### src/rtl/mem_responder.sv
// mem_responder: arbitrates icache/dcache requests onto a single-port RAM.
// The data side wins over the instruction side. One access is in flight at a time.
// The owner's wait drops for exactly one cycle when its access completes.
module mem_responder #(
  parameter int unsigned TIMEOUT = 255,
  parameter logic [31:0] ERRWORD = 32'hBAD1BAD1
) (
  input  logic        CLK,
  input  logic        nRST,
  input  logic        iREN,
  input  logic [31:0] iaddr,
  output logic        iwait,
  output logic [31:0] iload,
  input  logic        dREN,
  input  logic        dWEN,
  input  logic [31:0] daddr,
  input  logic [31:0] dstore,
  output logic        dwait,
  output logic [31:0] dload,
  output logic        ramREN,
  output logic        ramWEN,
  output logic [31:0] ramaddr,
  output logic [31:0] ramstore,
  input  logic [31:0] ramload,
  input  logic [1:0]  ramstate,
  output logic        err
);

  typedef enum logic [2:0] {IDLE, DACC, IACC, DONE, ABORT} state_e;

  localparam logic [1:0] RAM_ACCESS = 2'd2;
  localparam logic [1:0] RAM_ERROR  = 2'd3;
  localparam logic [7:0] TMO        = 8'(TIMEOUT);

  state_e      state_q, state_d;
  logic [29:0] addr_q, addr_d;
  logic [31:0] data_q, data_d;
  logic [31:0] iload_q, iload_d;
  logic [31:0] dload_q, dload_d;
  logic        wr_q, wr_d;
  logic        own_d_q, own_d_d;
  logic        err_q, err_d;
  logic [7:0]  cnt_q, cnt_d;

  logic        owner_req;
  logic        hit;
  logic [7:0]  cnt_inc;
  logic        active;
  logic        unused_addr_bits;

  // Requests are word addressed; the byte offset bits are never used.
  assign unused_addr_bits = ^{iaddr[1:0], daddr[1:0]};

  assign owner_req = own_d_q ? (dREN | dWEN) : iREN;
  // cnt_q counts the request-state cycles already finished; the cycle where the
  // count would reach TIMEOUT is the last one allowed before forcing an error.
  assign hit       = (cnt_q >= (TMO - 8'd1));
  assign cnt_inc   = (cnt_q == TMO) ? cnt_q : cnt_q + 8'd1;

  // State and latched request registers, cleared asynchronously.
  always_ff @(posedge CLK or negedge nRST) begin
    if (!nRST) begin
      state_q <= IDLE;
      addr_q  <= '0;
      data_q  <= '0;
      iload_q <= '0;
      dload_q <= '0;
      wr_q    <= 1'b0;
      own_d_q <= 1'b0;
      err_q   <= 1'b0;
      cnt_q   <= '0;
    end else begin
      state_q <= state_d;
      addr_q  <= addr_d;
      data_q  <= data_d;
      iload_q <= iload_d;
      dload_q <= dload_d;
      wr_q    <= wr_d;
      own_d_q <= own_d_d;
      err_q   <= err_d;
      cnt_q   <= cnt_d;
    end
  end

  // Next-state: grant, wait for RAM completion/error/timeout, handle aborts.
  always_comb begin
    state_d = state_q;
    addr_d  = addr_q;
    data_d  = data_q;
    iload_d = iload_q;
    dload_d = dload_q;
    wr_d    = wr_q;
    own_d_d = own_d_q;
    err_d   = 1'b0;
    cnt_d   = cnt_q;
    case (state_q)
      IDLE: begin
        cnt_d = '0;
        if (dREN | dWEN) begin
          addr_d  = daddr[31:2];
          data_d  = dstore;
          wr_d    = dWEN;
          own_d_d = 1'b1;
          state_d = DACC;
        end else if (iREN) begin
          addr_d  = iaddr[31:2];
          wr_d    = 1'b0;
          own_d_d = 1'b0;
          state_d = IACC;
        end
      end
      DACC, IACC: begin
        cnt_d = cnt_inc;
        if (ramstate == RAM_ACCESS) begin
          if (!wr_q) begin
            if (own_d_q) dload_d = ramload;
            else         iload_d = ramload;
          end
          state_d = DONE;
        end else if ((ramstate == RAM_ERROR) || hit) begin
          if (own_d_q) dload_d = ERRWORD;
          else         iload_d = ERRWORD;
          err_d   = 1'b1;
          state_d = DONE;
        end else if (!owner_req) begin
          state_d = ABORT;
        end
      end
      ABORT: begin
        cnt_d = cnt_inc;
        if ((ramstate == RAM_ACCESS) || (ramstate == RAM_ERROR) || hit) begin
          cnt_d   = '0;
          state_d = IDLE;
        end
      end
      DONE: begin
        cnt_d   = '0;
        state_d = IDLE;
      end
      default: begin
        cnt_d   = '0;
        state_d = IDLE;
      end
    endcase
  end

  // Outputs decode from state and latched registers only.
  assign active   = (state_q == DACC) || (state_q == IACC) || (state_q == ABORT);
  assign ramREN   = active & ~wr_q;
  assign ramWEN   = active & wr_q;
  assign ramaddr  = {addr_q, 2'b00};
  assign ramstore = data_q;
  assign iwait    = ~((state_q == DONE) && !own_d_q);
  assign dwait    = ~((state_q == DONE) && own_d_q);
  assign iload    = iload_q;
  assign dload    = dload_q;
  assign err      = err_q;

endmodule

### config.mk
export PLATFORM = sky130hd
export DESIGN_NAME = mem_responder
export DESIGN_NICKNAME = d
export VERILOG_FILES = /design/src/rtl/mem_responder.sv
export SDC_FILE = /design/constraint.sdc
export NUM_CORES = 1
export LEC_CHECK = 0
export BUFFER_PORTS_ARGS = -buffer_cell sky130_fd_sc_hd__buf_2
export CAP_MARGIN = 15
export CELL_PAD_IN_SITES_DETAIL_PLACEMENT = 1
export CELL_PAD_IN_SITES_GLOBAL_PLACEMENT = 1
export CORE_ASPECT_RATIO = 0.5
export CORE_MARGIN = 8
export CORE_UTILIZATION = 25
export DETAILED_ROUTE_END_ITERATION = 6
export PLACE_DENSITY_LB_ADDON = 0.1
export REMOVE_ABC_BUFFERS = 1
export SYNTH_ARGS = -nofsm -noshare
export SYNTH_HDL_FRONTEND = slang
export SYNTH_SLANG_ARGS = --single-unit
### constraint.sdc
create_clock -name CLK -period 3.13 [get_ports CLK]
set_clock_uncertainty 0.15 [all_clocks]
set_input_delay 0.626 -clock CLK [delete_from_list [all_inputs] [get_ports CLK]]
set_output_delay 0.626 -clock CLK [all_outputs]
set_load 0.05 [all_outputs]
==> results of run 1 <==
placed cells by master (no fill, tap or decap), types with 4 or more instances in the layout:
cell type and instances:
buf_2 260, dfrtp_1 140, mux2_2 53, nand2_1 38, o21ai_0 34, mux2i_1 31, mux2_4 30, nand2b_1 21
clkbuf_16 17, and2_1 14, a22o_1 14, nor2_1 9, buf_4 9, and3_1 6, a21oi_1 6, clkbuf_8 5
clkbuf_1 4, clkinv_2 4
worst paths after layout:
kind,startpoint,endpoint,slack (ns),depth (start not counted)
worst max-delay path,state_q[2]$_DFFE_PN0P_,ramREN,0.50,5
worst min-delay path,nRST,addr_q[9]$_DFFE_PN0P_,-0.004,1
max in group asynchronous,nRST,iload[12]$_DFFE_PN0P_,2.09,2
worst max register to register,cnt_q[0]$_DFF_PN0_,iload[16]$_DFFE_PN0P_,0.64,7
worst min register to register,addr_q[22]$_DFFE_PN0P_,addr_q[22]$_DFFE_PN0P_,0.32,2
min in group CLK,dstore[9],ramstore[9]$_DFFE_PN0N_,0.28,2
worst max-delay path, delay by kind of cell, from the launching register on:
kind,cells,cell delay (ns)
AO/OA/AOI/OAI,1,0.15
AND/OR/NAND/NOR,3,0.44
flip-flops,1,0.56
buffers and inverters,1,0.28
power by group:
part           total [uW]  switching [uW]  internal, uW  leakage, uW
logic                5470            3930          1530      0.00213
registers            3020             438          2590      0.00165
clock network        1960             767          1200     0.000284
logic make-up (layout without fill, tap and decap cells):
logic type	count (synthesis)	count (layout)	synth area share (%)
other	1	2	0.0613
and+or+nand+nor	111	111	9.82
muxes	114	114	22.2
DFF	140	140	57.3
AOI/OAI and AO/OA	66	66	6.81
adders and majority gates	2	2	0.409
buffers and inverters	29	306	2.88
xor gates and xnor gates	4	4	0.573
registers in the layout, summed over array words and instances, names as in the netlist:
register	count
ramstore	32
cnt_q	8
dload	32
iload	32
wr_q	1
own_d_q	1
err	1
state_q	3
addr_q	30
routing by layer:
layer	vias up	global-route usage (%)	part of all wire [%]	wire length, um
met1	2241	14.2	41	7610
met2	87	23.0	54	10000
met5	-	0	0	0
met3	18	3.85	4.3	797
li1	2159	-	-	-
met4	0	4.56	1.6	293
metrics by stage:
step	cells	power (uW)	hold WS [ns]	util (%)
2_1_floorplan	441	7090	0.180	-
5_1_grt	1060	11000	0.0340	34.8
6_report	1060	10500	-0.00440	34.8
3_3_place_gp	1028	8570	0.307	32.4
3_5_place_dp	1028	8640	0.316	32.4
4_1_cts	1060	10700	0.0256	34.8
area by class of cell:
| cell class | instances | area, sq um | area share, % |
|---|---|---|---|
| clock inverter | 6 | 58.8 | 0.703 |
| inverter | 2 | 7.51 | 0.0898 |
| sequential | 140 | 3500 | 41.9 |
| clock buffer | 26 | 509 | 6.09 |
| multi-input combinational | 299 | 2470 | 29.5 |
| timing repair buffer | 272 | 1420 | 17.0 |
| tap | 315 | 394 | 4.71 |
==> out/qor.yml, run 1 <==
overflow: 0
grt_setup_unrepaired: "no"
wl_um: 18700
fin_crit_sh_pct: 84.0
cp_cell_sequence: "nor2b_1 -> o21ba_2 -> nor2_1 -> nor2_1 -> buf_2"
portBuffers: 261
grtUsageTotal_pct: 12.7
post_cts_buffers: 0
postLayoutCellArea_sq_um: 8360
synth_top_cell_by_area: "dfrtp_1"
grt_pass1_wl_um: 29700
clk_pin_slew_ns: 0.06
antenna_found_initial: 0
synthCells: 467
maxSlewViolCount: 0
power.density_nw_per_um2: 1250
num_io_pins: 268
layout_setup_ws_ns: 0.502
timing.hold.ws_ns: -0.00440
num_rows: 40
first_global_vias: 5117
cts_htree_levels: 4
syn_area_per_cell_sq_um: 13.1
holdCritPathClass: "in -> async"
path_max_fanout: 9
drive_above_1_share_pct: 52.9
max_slew_margin_pct: 50.4
place_ws_ns: 0.640
cp_common_cell: "nor2_1"
end_kind: "output port"
cts_resized: 0
num-nets-final: 869
coreArea_sq_um: 24000
synth_cell_types: 44
die_area_sq_um: 30000
fp.dieW_um: 237
cts-root-buf: "clkbuf_16"
diodes: 0
cts_max_path_buffers: 2
synth-edff-count: 0
total_leakage_power_uw: 0.00406
ant_nets: 0
cap_violations: 0
wl_per_cell_um: 17.7
worst_path_max_delay_cell: "dfrtp_1"
period_needed_ns: 2.63
areaGrowthSynthToFinish_pct: 36.6
max_stage_delay_ns: 0.56
crit_arrival_ns: 1.85
cts_tree: "done"
fmax_ghz: 0.381
vias: 4505
fin_setup_tns_ns: 0
cts.sinks: 140
numCtsBuffers: 17
placed_cell_area_sq_um: 7790
finalWeightedCongestion: 0.713
peakVddDrop_v: 0.000422
first_pass_iters: 4
num-fill-cells: 2714
post_synth_instance_area_sq_um: 6120
drc: 0
synthFlopType: "dfrtp_1"
dp_hpwl_um: 13900
violations: "hold timing"
ys_ff_latch: 140
path_class: "reg -> out"
ys_warn_count: 0
hold_buffers: 0
vias_per_cell: 4.25
async_reset_ff_share_pct: 100
hold_viol_final: 2
yosysMostFrequentCell: "dfrtp_1"
synth_top_area_share_pct: 57.3
synth_seq_area_share_pct: 57.3
setup_viol: 0
grt_max_degree: 59
synth.top_cells.by_area: "dfrtp_1 (57%), mux2_2 (9.8%), mux2_4 (7.4%)"
status: "complete, but fails checks"
cp.required_ns: 2.35
die-height_um: 127
clkLatencyLatePin_ns: 0.43
tightest_slew_ns: 0.742
startpoint_type: "flip-flop"
drt_iter0_drc: 159
synth_commonest_cells: "dfrtp_1 (140), mux2_2 (53), nand2_1 (38), o21ai_0 (34), mux2i_1 (31)"
start_util_pct: 25.5
Power figures use the tool's default switching activity.
==> run 2, diff against run 1 <==
ABC_AREA = 1   (was not set)
clock period = 2.4 ns   (was 3.13 ns; I/O delays follow)
==> run 2 against run 1 <==
- the run now ends clean
- sequential power is 35% higher
- routed wire length is 13% higher
- critical path depth is 1 higher
- flip-flop and latch count stayed put
- count of clock-buffer cells in the layout is 5 lower
- global-route usage is 1.3 points higher
- synthesized cell count is 44% higher
- final cell count is 21% higher
==> out/qor.yml, run 2 <==
status: "completed"
ys_warn_count: 0
combPwrFrac_pct: 54.0
cp_top_family: "flip-flops"
vias_per_cell: 4.21
synthSimpleGateAreaFrac_pct: 24.0
first_global_vias: 5822
num-nets-final: 1073
wl_um: 21300
fp.dieW_um: 238
drt_iter0_drc: 182
grt_pass1_wl_um: 33200
maxSlewViolCount: 0
drive_above_1_share_pct: 37.5
cts_max_path_buffers: 2
seqPwrFrac_pct: 27.0
overflow: 0
final_core_util_pct: 35.4
setup_viol: 0
synth_fa_ha_area_share_pct: 0.407
first_pass_iters: 6
grt-busiest-layer: "met2"
end_kind: "output port"
swShare_pct: 52.1
cap_violations: 0
layout_setup_ws_ns: 0.124
worst_path_max_delay_cell: "dfrtp_1"
areaGrowthSynthToFinish_pct: 38.8
async_reset_ff_share_pct: 100
holdCritPathClass: "in -> reg"
met1_usage_pct: 15.6
grt_setup_unrepaired: "no"
peakVddDrop_v: 0.000479
vias: 5408
met3_usage_pct: 5.86
die_area_sq_um: 30100
crit_arrival_ns: 1.65
total_leakage_power_uw: 0.00448
fin_crit_sh_pct: 94.8
multi_input_area_sq_um: 2320
path_class: "reg -> out"
cp.required_ns: 1.77
cts_tree: "done"
grt_max_degree: 64
power_frac_clock_pct: 19.0
drc: 0
post_synth_instance_area_sq_um: 6140
tightest_slew_ns: 0.506
most-common-layout-cells: "buf_2 (258), nand2_1 (250), dfrtp_1 (140)"
cts-root-buf: "clkbuf_16"
power.density_nw_per_um2: 1770
synth_top_cell_by_area: "dfrtp_1"
synth-edff-count: 0
place_ws_ns: 0.290
path_buf_inv: 3
synth_commonest_cells: "nand2_1 (250), dfrtp_1 (140), nor2_1 (57), a31oi_1 (30), inv_1 (29)"
die-height_um: 127
seqCellArea_sq_um: 3500
max_stage_delay_ns: 0.42
grtUsageTotal_pct: 14.1
path_max_fanout: 4
dp_hpwl_um: 15600
clk_pin_slew_ns: 0.06
finalWeightedCongestion: 0.763
synth_top_family_by_area: "simple AND/OR/NAND/NOR gates"
fmax_ghz: 0.439
wl_per_cell_um: 16.5
ys_ff_latch: 140
final_common_cell: "buf_2"
period_needed_ns: 2.28
met2_usage_pct: 24.4
cts.sinks: 140
yosysMostFrequentCell: "nand2_1"
synth_xor_area_share_pct: 0.428
synthFlopType: "dfrtp_1"
synth_top_area_share_pct: 57.0
synth_compound_area_share_pct: 6.76
coreArea_sq_um: 24100
clkLatencyLatePin_ns: 0.43
synth_mux_area_share_pct: 5.87
startpoint_type: "flip-flop"
placed_cell_area_sq_um: 7850
num_io_pins: 268
cp_common_cell: "inv_1"
synth_cell_types: 31
synthCells: 672
antenna_found_initial: 1
num-fill-cells: 2898
switchingPower_uw: 7870
cp_cell_sequence: "inv_1 -> nand2_1 -> nor2_1 -> inv_1 -> a21oi_2 -> buf_6"
max_slew_margin_pct: 66.3
internal-power_uw: 7240
synth_seq_area_share_pct: 57.0
syn_area_per_cell_sq_um: 9.14
num_rows: 40
synth.top_cells.by_area: "dfrtp_1 (57%), nand2_1 (15%), mux2_1 (4.2%)"
numCtsBuffers: 17
hold_viol_final: 0
portBuffers: 261
fin_setup_tns_ns: 0
cts_htree_levels: 4
ant_nets: 0
postLayoutCellArea_sq_um: 8530
start_util_pct: 25.5
## run 2: power groups by stage
stage | sequential [uW] | combinational, uW | clock, uW
floorplan | 7760 | 2170 | 0
global placement | 4090 | 8180 | 0
detailed placement | 4130 | 8250 | 0
CTS | 4100 | 8280 | 2970
global route | 4220 | 8710 | 3070
finish | 4070 | 8160 | 2870
## run 2: what timing repair did
action	4_1_cts	5_1_grt
endpoints found under the hold margin	21	0
hold buffers	1	0
endpoints found under the setup margin	2	2
resized for setup	2	4
pin swaps	0	1
buffers inserted	0	1
## run 2: kinds of logic (layout without fill, tap and decap cells)
logic type | after synthesis | after routing
compound gates | 75 | 75
xor+xnor | 3 | 3
fa+ha+maj | 2 | 2
buf+inv | 68 | 344
flops | 140 | 140
mux | 32 | 32
other cells | 1 | 3
simple gates | 351 | 351
## run 2: final timing paths
| kind | end | slack (ns) | depth (start not counted) | from |
|---|---|---|---|---|
| setup / recovery | ramREN | 0.12 | 6 | state_q[0]$_DFFE_PN0P_ |
| setup reg to reg | iload[14]$_DFFE_PN0P_ | 0.35 | 10 | cnt_q[0]$_DFF_PN0_ |
| min in group asynchronous | addr_q[21]$_DFFE_PN0P_ | 0.32 | 2 | nRST |
| max in group asynchronous | dload[30]$_DFFE_PN0P_ | 1.17 | 3 | nRST |
| hold reg to reg | dload[17]$_DFFE_PN0P_ | 0.32 | 2 | dload[17]$_DFFE_PN0P_ |
| hold / removal | ramstore[15]$_DFFE_PN0N_ | 0.11 | 2 | dstore[15] |
## run 2: worst register-to-register path, stage by stage, from the launching register on
cell and delay, ns:
dfrtp_1 0.41, inv_1 0.08, ha_1 0.14, nor2_1 0.05
nor2_1 0.08, nand2_1 0.13, nand2_4 0.14, nand2_4 0.15
nor2_8 0.44, nand3_1 0.14, nand2_1 0.09
## run 2: layout make-up
type                       instances  area share, %
tap                              336           4.93
timing repair buffer             278           17.8
clock inverter                    11           1.94
antenna                            1         0.0294
inverter                          34           1.53
clock buffer                      21           5.52
sequential                       140           41.1
multi-input combinational        465           27.2
## run 2: stage by stage
step                      power [uW]  hold slack [ns]  instances
after detailed placement       12400            0.218       1251
after global routing           16000           0.0874       1286
after CTS                      15400           0.0815       1284
final                          15100            0.110       1286
after floorplan                 9920           0.0344        639
after global placement         12300            0.218       1251
## run 2: layer usage
| layer | vias up | wire length, um | part of all wire (%) |
|---|---|---|---|
| met2 | 125 | 10600 | 50 |
| met1 | 2602 | 8800 | 41 |
| li1 | 2659 | - | - |
| met5 | - | 0 | 0 |
| met4 | 0 | 396 | 1.9 |
| met3 | 22 | 1480 | 7.0 |
